$ cat src/rtl/alu_serial_ctrl.sv
// rtl/alu_serial_ctrl.sv - bit-serial ALU with IDLE/RUN/DONE sequencing

module alu_serial_ctrl #(
   parameter int WIDTH = 32
) (
   input  logic             clk,
   input  logic             rst,
   input  logic             start,
   input  logic [3:0]       alu_op,
   input  logic [WIDTH-1:0] op_a,
   input  logic [WIDTH-1:0] op_b,
   output logic             busy,
   output logic             done,
   output logic [WIDTH-1:0] result,
   output logic             cout
);

   localparam int             CW   = (WIDTH > 2) ? $clog2(WIDTH) : 1;
   localparam logic [CW-1:0]  LAST = CW'(WIDTH - 1);

   localparam logic [3:0] OP_ADD   = 4'b0000;
   localparam logic [3:0] OP_SUB   = 4'b0001;
   localparam logic [3:0] OP_AND   = 4'b0010;
   localparam logic [3:0] OP_OR    = 4'b0011;
   localparam logic [3:0] OP_NOR   = 4'b0100;
   localparam logic [3:0] OP_XOR   = 4'b0101;
   localparam logic [3:0] OP_XNOR  = 4'b0110;
   localparam logic [3:0] OP_NAND  = 4'b0111;
   localparam logic [3:0] OP_PASSA = 4'b1000;
   localparam logic [3:0] OP_PASSB = 4'b1001;
   localparam logic [3:0] OP_ZERO  = 4'b1010;
   localparam logic [3:0] OP_SLT   = 4'b1011;
   localparam logic [3:0] OP_SLTU  = 4'b1100;

   typedef enum logic [1:0] {
      ST_IDLE = 2'd0,
      ST_RUN  = 2'd1,
      ST_DONE = 2'd2
   } state_t;

   state_t           state_q, state_d;
   logic [3:0]       op_q, op_d;
   logic [WIDTH-1:0] a_q, a_d;
   logic [WIDTH-1:0] b_q, b_d;
   logic             carry_q, carry_d;
   logic [CW-1:0]    cnt_q, cnt_d;
   logic [WIDTH-1:0] result_q, result_d;
   logic             cout_q, cout_d;

   logic a_bit;
   logic b_bit;
   logic sum_bit;
   logic cy_bit;
   logic bit_out;
   logic arith;
   logic lt_bit;

   // Subtract-style ops run as A + ~B + 1: B inverted, carry seeded with 1
   function automatic logic is_sub(input logic [3:0] op);
      return (op == OP_SUB) || (op == OP_SLT) || (op == OP_SLTU);
   endfunction

   // Single 1-bit slice: full adder plus per-bit logic function on the current bit index
   always_comb begin
      a_bit   = a_q[cnt_q];
      b_bit   = b_q[cnt_q] ^ is_sub(op_q);
      sum_bit = a_bit ^ b_bit ^ carry_q;
      cy_bit  = (a_bit & b_bit) | (carry_q & (a_bit ^ b_bit));
      arith   = (op_q == OP_ADD) || is_sub(op_q);
      lt_bit  = (carry_q ^ cy_bit) ^ sum_bit;
      bit_out = 1'b0;
      case (op_q)
         OP_ADD, OP_SUB, OP_SLT, OP_SLTU: bit_out = sum_bit;
         OP_AND:   bit_out = a_bit & b_bit;
         OP_OR:    bit_out = a_bit | b_bit;
         OP_NOR:   bit_out = ~(a_bit | b_bit);
         OP_XOR:   bit_out = a_bit ^ b_bit;
         OP_XNOR:  bit_out = ~(a_bit ^ b_bit);
         OP_NAND:  bit_out = ~(a_bit & b_bit);
         OP_PASSA: bit_out = a_bit;
         OP_PASSB: bit_out = b_bit;
         OP_ZERO:  bit_out = 1'b0;
         default:  bit_out = 1'b0;
      endcase
   end

   // Next-state logic: acceptance latching, per-bit shifting and final result fix-up
   always_comb begin
      state_d  = state_q;
      op_d     = op_q;
      a_d      = a_q;
      b_d      = b_q;
      carry_d  = carry_q;
      cnt_d    = cnt_q;
      result_d = result_q;
      cout_d   = cout_q;
      case (state_q)
         ST_IDLE, ST_DONE: begin
            if (start) begin
               state_d = ST_RUN;
               op_d    = alu_op;
               a_d     = op_a;
               b_d     = op_b;
               carry_d = is_sub(alu_op);
               cnt_d   = '0;
            end else if (state_q == ST_DONE) begin
               state_d = ST_IDLE;
            end
         end
         ST_RUN: begin
            carry_d  = cy_bit;
            result_d = {bit_out, result_q[WIDTH-1:1]};
            cnt_d    = cnt_q + 1'b1;
            if (cnt_q == LAST) begin
               state_d = ST_DONE;
               cnt_d   = '0;
               cout_d  = arith ? cy_bit : 1'b0;
               if (op_q == OP_SLT) begin
                  result_d = {{(WIDTH-1){1'b0}}, lt_bit};
               end else if (op_q == OP_SLTU) begin
                  result_d = {{(WIDTH-1){1'b0}}, ~cy_bit};
               end
            end
         end
         default: state_d = ST_IDLE;
      endcase
   end

   // State and datapath registers with synchronous reset
   always_ff @(posedge clk) begin
      if (rst) begin
         state_q  <= ST_IDLE;
         op_q     <= '0;
         a_q      <= '0;
         b_q      <= '0;
         carry_q  <= 1'b0;
         cnt_q    <= '0;
         result_q <= '0;
         cout_q   <= 1'b0;
      end else begin
         state_q  <= state_d;
         op_q     <= op_d;
         a_q      <= a_d;
         b_q      <= b_d;
         carry_q  <= carry_d;
         cnt_q    <= cnt_d;
         result_q <= result_d;
         cout_q   <= cout_d;
      end
   end

   assign busy   = (state_q == ST_RUN);
   assign done   = (state_q == ST_DONE);
   assign result = result_q;
   assign cout   = cout_q;

endmodule
$ cat config.mk
export PLATFORM = sky130hd
export DESIGN_NAME = alu_serial_ctrl
export DESIGN_NICKNAME = d
export VERILOG_FILES = /design/src/rtl/alu_serial_ctrl.sv
export SDC_FILE = /design/constraint.sdc
export NUM_CORES = 1
export LEC_CHECK = 0
export CAP_MARGIN = 20
export CORE_AREA = 2 2 101 103
export CTS_CLUSTER_DIAMETER = 30
export CTS_CLUSTER_SIZE = 14
export DETAILED_ROUTE_END_ITERATION = 6
export DIE_AREA = 0 0 103 105
export PLACE_DENSITY = 0.78
export SLEW_MARGIN = 20
export SYNTH_ARGS = -nofsm -noshare
export SYNTH_HDL_FRONTEND = slang
export SYNTH_SLANG_ARGS = --single-unit
$ cat constraint.sdc
create_clock -name clk -period 4.1 [get_ports clk]
set_input_delay 1.23 -clock clk [delete_from_list [all_inputs] [get_ports clk]]
set_output_delay 1.23 -clock clk [all_outputs]
set_load 0.005 [all_outputs]
Word level (Yosys, flattened, before mapping)
Index checks and enable logic that the tools add are counted.
Operators by class
  add/sub/neg operators: 1
  magnitude comparators: 1
  equal/unequal tests: 20
  mux-type cells: 18
  bitwise operators: 13
  reduce and logical (&&, ||, !) cells: 14
Operator list (number)
  $mux 32: 3
  $eq 4x4->1 const B: 6
  $eq 4x3->1 const B: 4
  $bmux 1 s5: 2
  $mux 5: 2
  $pmux 5 s2: 1
  $pmux 1 s9: 1
  $eq 4x1->1 const B: 2
  $eq 4x2->1 const B: 2
  $reduce_and 2->1: 4
  $lt 5x6->1 const B: 1
  $mux 2: 3
  $add 5x1->5 const B: 1
  $eq 5x5->1 const B: 1
  $logic_or 1x1->1: 5
  $xor 1x1->1: 5
  $logic_not 4->1: 1
  $mux 1: 4
  $not 1->1: 4
  $pmux 2 s2: 1
  $reduce_or 4->1: 1
  $ne 3x3->1 const B: 1
  $and 1x1->1: 2
  $eq 2x1->1 const B: 1
  other kinds (8): 9
Storage, ports and cells
  bits in registers: 109
  bits of input ports: 71
  word-level logic and storage cells: 75

Depth between registers and ports, before layout
Gate-level depths: netlist (run 1).
  word-level depth: 11
  depth in mapped cells: 17
  mapped depth without buffers: 14

Worst setup path after synthesis (run 1)
Ideal clock, no wire load.
  path type: register to register
  start point: reg cnt_q[1]
  end point: reg result_q[31] (netlist: result[31])
  library setup time: 0.059 ns
  arrival: 2.850 ns
  slack: 1.190 ns
  cell stages (with the launch flop): 14
  path buffers: 1
  period minus slack after synthesis: 2.910 ns
  cells stage by stage: dfxtp_1 > buf_6 > mux4_1 > mux2i_1 > mux2i_1 > mux2i_4 > inv_1 > ha_1 > and3b_1 > or4_1 > o211ai_1 > a31oi_1 > o21ai_0 > and3_1
Between the ends
  word-level cells in the longest chain between the ends: 9
  elaborated cells on any way between the ends: 17
  classes of those cells: eq/ne (1); mux (8); bitwise (8)
Ends and longest elaborated chain
  from (decl): line 46  | logic [CW-1:0] cnt_q, cnt_d;
  from (signal assigned): line 146  | cnt_q <= cnt_d;
  $bmux 1 s5: line 66  | b_bit = b_q[cnt_q] ^ is_sub(op_q);
  $mux 1 (not written as such): line 66
  $xor 1x1->1: line 66
  $xor 1x1->1, or another cell as far along: line 67, 77, 78
  $xor 1x1->1, or another cell as far along: line 67  | sum_bit = a_bit ^ b_bit ^ carry_q;
  $pmux 1 s9: line 72  | case (op_q)
  $mux 32: line 120  | end else if (op_q == OP_SLTU) begin
  $mux 32: line 118  | if (op_q == OP_SLT) begin
  $mux 32 *: line 114  | if (cnt_q == LAST) begin
  to (signal assigned): line 147  | result_q <= result_d;
  to (decl): line 47  | logic [WIDTH-1:0] result_q, result_d;
Every way passes the cells marked *; elsewhere a longest branch is shown, timed or not. The select of a mux whose other input is x is not followed.
A chain may end at the register's enable or synchronous reset.

Worst setup path in the final report (run 1)
Ends and elaborated chain as after synthesis.

==> key figures, run 1 <==
Outcome
  • Status: complete, no violations

Setup path
  • Slowest CP cell: dfxtp_1
  • Crit path buf inv count: 1
  • CP Max Fanout: 20
  • R2r setup slk: 0.57 ns
  • Max incr delay on CP: 0.61 ns
  • Worst R2R Start: cnt_q[1]$_SDFFE_PP0P_
  • Critical-path cell list: buf_4 -> mux2i_1 -> a311oi_1 -> nand3_1 -> nand2_2 -> or3b_4 -> nand2_1 -> ha_1 -> and3b_1 -> or4_1 -> o211ai_1 -> a31oi_1 -> o21ai_0 -> and3_1
  • Arr. time, crit path: 3.85 ns
  • CP top delay family: simple AND/OR/NAND/NOR gates
  • Worst path required time: 4.42 ns
  • Critical path endpoint category: register
  • Startpoint type of the worst setup path: register
  • Setup CP Type: reg2reg
  • Critical path origin: cnt_q[1]$_SDFFE_PP0P_

Cells and area
  • Fillers: 882
  • Synth-to-Final Area Change: 27.2%
  • ANT cells: 0
  • Commonest non-fill, non-tap cell in the layout: nand2_1
  • Share of layout cells above drive strength 1: 4.82%
  • Cell area after layout: 5990 um^2
  • Layout net count: 713
  • Final Non-Filler Cells: 776
  • Most frequent cells in the layout: nand2_1, dfxtp_1, clkdlybuf4s50_1

Floorplan
  • DIE AREA: 10800 um^2
  • Starting Density: 48.9%
  • Die Y: 105 um
  • Cell Rows: 36
  • Top Ports: 106
  • Core area: 9640 um^2
  • Die width: around 100 um

Power and ir drop
  • Leakage: about 2.2 nW
  • PD cells: 348 nW/um^2
  • Clock share of power: 31.7%
  • Peak supply drop: 0.141 mV
  • Psw: roughly 0.53 mW
  • Sw Ratio: between 20% and 30%
  • Internal: 1.56 mW
  • Sequential power share: 54.5%
  • Comb power frac: 13.8%

Clocking
  • Clock transition at path regs: 0.10 ns
  • Clock root buffer: clkbuf_8
  • Hold_buf cts: 0
  • H-tree depth: 3
  • CTS Sinks: 109
  • Max Buffers Root-to-Sink: 2
  • Clk Latency, worst-skew pair: between 0.3 and 0.4 ns
  • CTS tree: done
  • Post-CTS resize count: 0
  • CTS buffer count: 9
  • Post-CTS Setup Repair Bufs: 0

GRT
  • Vias in the first global route: 3940
  • Gr usage total: 20.6%
  • Total gr overflow: 0
  • Largest net degree at the start of global routing: 59
  • Initial antenna violation count: 0
  • Global-route wire length before repair: 17.8 mm

Synthesis
  • Cells after synthesis: 560
  • Yosys warns: 0
  • Seq cells post-synth: 109
  • Syn avg cell area: roughly 8.4 um^2
  • Part of the Yosys area used for sequential elements: 46.3%
  • Syn Std Cell Area: approximately 4700 um^2
  • Synth Flop Type: dfxtp_1
  • Ys async rst share: 0%
  • Count of different cell masters after synthesis: 45
  • Post-synth EDFFs: 0
  • Mapped Nets: 634

Routing
  • ANT nets after route: 0
  • Total number of vias: 4108
  • DRT Wirelength: 10.8 mm
  • Drt via density: 5.29
  • DRT iter0 DRCs: ~230
  • Pre-antenna DRT Iters: 4
  • Drt drc: 0
  • WL/cell: between 10 and 15 um

Place
  • Post-DP HPWL: 7.62 mm
  • Dpl cells: 761
  • Routability Congestion: 0.932
  • Dpl cell area: ~5800 um^2
  • Port bufs: 105

Timing
  • Rel. slew slack: 51.7%
  • Fmax: roughly 280 MHz
  • Hold Vio Cnt, Final: 0
  • Setup TNS: 0 ns
  • Period utilization: 86.1%
  • Slew @ Worst Pin: 0.725 ns
  • Slew Viols, Final: 0
  • RSZ-0062 raised after global routing: false
  • Final setup viols: 0
  • Worst Clk Skew: 0.0108 ns
  • Minimum clock period: 3.53 ns

Hold path
  • Worst hold path class: reg2reg
  • Hold path start: a_q[31]$_SDFFE_PP0P_

Flow run
  • Max Cap Violations: 0
[routing by layer]
| layer | track usage, % | up-vias | wire [um] | part of all wire [%] |
|---|---|---|---|---|
| met5 | 0 | - | 0 | 0 |
| met2 | 33.9 | 99 | 5280 | 49 |
| li1 | - | 2078 | - | - |
| met3 | 4.68 | 13 | 566 | 5.2 |
| met4 | 7.61 | 0 | 168 | 1.6 |
| met1 | 26.2 | 1918 | 4790 | 44 |
[power by group through the flow]
stage	clock (mW)	sequential, mW	combinational (mW)
2_1_floorplan	0	1.14	0.186
3_3_place_gp	0	1.16	0.277
3_5_place_dp	0	1.16	0.287
4_1_cts	0.676	1.14	0.288
5_1_grt	0.711	1.14	0.320
6_report	0.663	1.14	0.287
[stage by stage]
stage	worst slack, ns	utilization [%]	hold slack [ns]	total power, mW
after floorplan	1.19	-	0.432	1.33
after global placement	0.868	60.1	0.440	1.44
after detailed placement	0.662	60.1	0.445	1.45
after CTS	0.579	62.2	0.459	2.10
after global routing	0.349	62.2	0.479	2.17
final	0.571	62.2	0.459	2.09
[final timing paths]
path,end,cells after the start
setup reg to reg,result[31]$_SDFFE_PP0P_,14
hold / removal,a_q[31]$_SDFFE_PP0P_,2
hold reg to reg,a_q[31]$_SDFFE_PP0P_,2
setup / recovery,result[31]$_SDFFE_PP0P_,14
[sequential cells by signal (all words and copies together) (netlist names)]
name,cells
a_q,32
b_q,32
result,32
cnt_q,5
op_q,4
state_q,2
carry_q,1
cout,1
[cell usage after synthesis (3+ instances only)]
| library cell | n | area share (%) |
|---|---|---|
| dfxtp_1 | 109 | 46 |
| a31oi_1 | 4 | 0.53 |
| ha_1 | 3 | 0.80 |
| mux2i_1 | 23 | 4.9 |
| xnor2_1 | 3 | 0.56 |
| mux4_1 | 8 | 4.5 |
| inv_1 | 4 | 0.32 |
| a21oi_1 | 75 | 8.0 |
| a311oi_1 | 3 | 0.56 |
| nand3_1 | 6 | 0.64 |
| nor2_1 | 50 | 4.0 |
| clkbuf_1 | 35 | 2.8 |
| o21ai_0 | 7 | 0.74 |
| nor2b_1 | 3 | 0.40 |
| a22oi_1 | 37 | 5.9 |
| nand2_1 | 152 | 12 |
| nand2b_1 | 3 | 0.40 |
[cell families after synthesis]
kind of cell | count (synthesis) | synth area share, %
and+or+nand+nor | 230 | 20.3
adders and majority gates | 3 | 0.797
AOI/OAI and AO/OA | 135 | 17.4
DFF | 109 | 46.3
muxes | 32 | 9.83
xor gates and xnor gates | 3 | 0.558
buffers and inverters | 48 | 4.81
[tightest hold or removal path, delay by kind of cell (launching register included)]
family          cells  cell delay [ns]
compound gates      1             0.05
flops               1             0.32
simple gates        1             0.05
[area by class of cell]
class                      count  area [um^2]  share of cell area, %
clock inverter                 3         45.0                  0.752
timing repair buffer         111         1110                   18.5
multi-input combinational    403         2320                   38.7
inverter                       5         18.8                  0.313
sequential                   109         2180                   36.4
clock buffer                  12          155                   2.59
tap                          133          166                   2.78
Power figures use the tool's default switching activity.
==> run 2, diff against run 1 <==
==> constraint.sdc (replaced) <==
create_clock -name clk -period 4.1 [get_ports clk]
set_input_delay 1.23 -clock clk [delete_from_list [all_inputs] [get_ports clk]]
set_output_delay 1.23 -clock clk [all_outputs]
set_load 0.01 [all_outputs]
==> results of run 2 <==
Same layout as run 1 (identical final DEF). Status: complete, no violations.
==> run 3, diff against run 2 <==
--- a/config.mk
+++ b/config.mk
@@ -6,12 +6,12 @@
 export NUM_CORES = 1
 export LEC_CHECK = 0
 export CAP_MARGIN = 20
-export CORE_AREA = 2 2 101 103
+export CORE_AREA = 2 2 106 108
 export CTS_CLUSTER_DIAMETER = 30
 export CTS_CLUSTER_SIZE = 14
 export DETAILED_ROUTE_END_ITERATION = 6
-export DIE_AREA = 0 0 103 105
-export PLACE_DENSITY = 0.78
+export DIE_AREA = 0 0 108 110
+export PLACE_DENSITY = 0.72
 export SLEW_MARGIN = 20
 export SYNTH_ARGS = -nofsm -noshare
 export SYNTH_HDL_FRONTEND = slang
==> key figures, run 3 (synthesized netlist as in run 1, its figures left out) <==
Timing
  • RSZ-0062 raised after global routing: false
  • Slew @ Worst Pin: 0.787 ns (+0.0618 ns)
  • Fmax: 291 MHz (+2.8%)
  • Rel. slew slack: 47.4% (-4.3 points)
  • Slew Viols, Final: 0 (unchanged)
  • Minimum clock period: 3.43 ns (-0.0952 ns)
  • Hold Vio Cnt, Final: 0 (unchanged)
  • Worst Clk Skew: 0.0154 ns (+0.00461 ns)
  • Final setup viols: 0 (unchanged)
  • Setup TNS: 0 ns (unchanged)
  • Period utilization: 83.7% (-2.3 points)

Power and ir drop
  • Comb power frac: 13.7% (about the same)
  • Sw Ratio: 26.4%
  • Clock share of power: 32.4% (+0.7 points)
  • Psw: 0.557 mW
  • Leakage: 2.20 nW (+0.88%)
  • PD cells: 351 nW/um^2
  • Peak supply drop: 0.169 mV
  • Power Total: 2.11 mW
  • Sequential power share: 53.9% (-0.6 points)
  • Internal: 1.55 mW

Place
  • Routability Congestion: 0.887 (-4.8%)
  • Port bufs: 105 (unchanged)
  • Dpl cells: 769 (+1.1%)
  • Post-DP HPWL: 7.71 mm (+1.1%)
  • Dpl cell area: 5810 um^2 (+0.28%)

Cells and area
  • Synth-to-Final Area Change: 27.8%
  • Share of layout cells above drive strength 1: 5.27% (+0.45 points)
  • Commonest non-fill, non-tap cell in the layout: nand2_1
  • Final Core Density: 56.3% (-5.9 points)
  • Most frequent cells in the layout: nand2_1, dfxtp_1, clkdlybuf4s50_1
  • Fillers: 991 (+12%)
  • ANT cells: 0 (unchanged)
  • Layout net count: 714 (+0.14%)
  • Final Non-Filler Cells: 785 (+1.2%)
  • Cell area after layout: 6020 um^2 (+0.50%)

Hold path
  • Hold path depth: 2 (unchanged)
  • Worst hold path class: reg2reg

Routing
  • Drt drc: 0 (unchanged)
  • WL/cell: 13.7 um (-1.6%)
  • Pre-antenna DRT Iters: 4 (unchanged)
  • Total number of vias: 4051 (-1.4%)
  • ANT nets after route: 0 (unchanged)
  • DRT Wirelength: 10.7 mm (-0.48%)
  • DRT iter0 DRCs: 250 (+11%)
  • Drt via density: 5.16 (-2.5%)

Clocking
  • CTS buffer count: 9 (unchanged)
  • Clock transition at path regs: 0.10 ns (about the same)
  • CTS tree: done
  • CTS Sinks: 109 (unchanged)
  • Max Buffers Root-to-Sink: 2 (unchanged)
  • Clk Latency, worst-skew pair: 0.38 ns (about the same)
  • Post-CTS resize count: 0 (unchanged)
  • H-tree depth: 3 (unchanged)
  • Clock root buffer: clkbuf_8
  • Hold_buf cts: 0 (unchanged)
  • Post-CTS Setup Repair Bufs: 0 (unchanged)

Floorplan
  • Core area: 10700 um^2 (+11%)
  • Cell Rows: 38 (+5.6%)
  • Starting Density: 44.0% (-4.8 points)
  • Die Y: 110 um (+4.8%)
  • Die width: 108 um (+4.9%)
  • DIE AREA: 11900 um^2 (+9.8%)
  • Top Ports: 106 (unchanged)

Setup path
  • Worst path required time: 4.42 ns (about the same)
  • Reg2reg path depth: 14 (unchanged)
  • Critical path endpoint category: register
  • CP Max Fanout: 20 (unchanged)
  • Setup CP Type: reg2reg
  • Startpoint type of the worst setup path: register
  • Arr. time, crit path: 3.76 ns (-0.09 ns)

GRT
  • Vias in the first global route: 3908 (-0.81%)
  • GRT met2 Usage: 31.2% (-2.7 points)
  • GRT Max-Usage Layer: met2
  • Total gr overflow: 0 (unchanged)
  • M1 GR Usage: 24.3% (-1.9 points)
  • Initial antenna violation count: 0 (unchanged)
  • Global-route wire length before repair: 18.0 mm (+0.62%)
  • Largest net degree at the start of global routing: 57 (-3.4%)
  • Gr usage total: 18.7% (-2.0 points)
  • Met3 usage: 3.88% (-0.80 points)

Outcome
  • Status: complete, no violations

Flow run
  • Max Cap Violations: 0 (unchanged)
[run 3: path summary, 6_finish.rpt]
check | from | endpoint | slack, ns
worst max-delay path | cnt_q[1]$_SDFFE_PP0P_ | result[31]$_SDFFE_PP0P_ | 0.67
worst max register to register | cnt_q[1]$_SDFFE_PP0P_ | result[31]$_SDFFE_PP0P_ | 0.67
worst min-delay path | a_q[15]$_SDFFE_PP0P_ | a_q[15]$_SDFFE_PP0P_ | 0.46
worst min register to register | a_q[15]$_SDFFE_PP0P_ | a_q[15]$_SDFFE_PP0P_ | 0.46
[run 3: per-stage QoR]
| stage | hold slack [ns] | setup WS, ns |
|---|---|---|
| 6_report | 0.460 | 0.666 |
| 5_1_grt | 0.483 | 0.466 |
| 4_1_cts | 0.461 | 0.671 |
| 3_5_place_dp | 0.445 | 0.712 |
| 3_3_place_gp | 0.441 | 0.847 |
| 2_1_floorplan | 0.432 | 1.19 |
[run 3: power groups by stage]
stage | logic [mW] | clock network (mW) | registers [mW]
after floorplan | 0.186 | 0 | 1.15
after global placement | 0.280 | 0 | 1.16
after detailed placement | 0.290 | 0 | 1.16
after CTS | 0.291 | 0.700 | 1.14
after global routing | 0.323 | 0.747 | 1.14
final | 0.290 | 0.684 | 1.14
[run 3: area by class of cell]
cell class	instances	area, um^2	share of cell area [%]
inverter	5	18.8	0.312
multi-input combinational	403	2320	38.5
tap	140	175	2.91
sequential	109	2180	36.2
clock inverter	6	76.3	1.27
timing repair buffer	112	1110	18.5
clock buffer	10	138	2.29
[run 3: critical path, cell delays in order (launching register included)]
cell	delay, ns
dfxtp_1	0.61
buf_4	0.39
mux2i_1	0.26
a311oi_1	0.11
nand3_1	0.14
nand2_2	0.08
or3b_4	0.41
nand2_1	0.08
ha_1	0.26
and3b_1	0.19
or4_1	0.47
o211ai_1	0.10
a31oi_1	0.05
o21ai_0	0.08
and3_1	0.16
[run 3: routing by layer]
metal / vias up / wire, um
met1: 1873 / 4960
met4: 0 / 115
li1: 2077 / -
met3: 12 / 508
met5: - / 0
met2: 89 / 5170
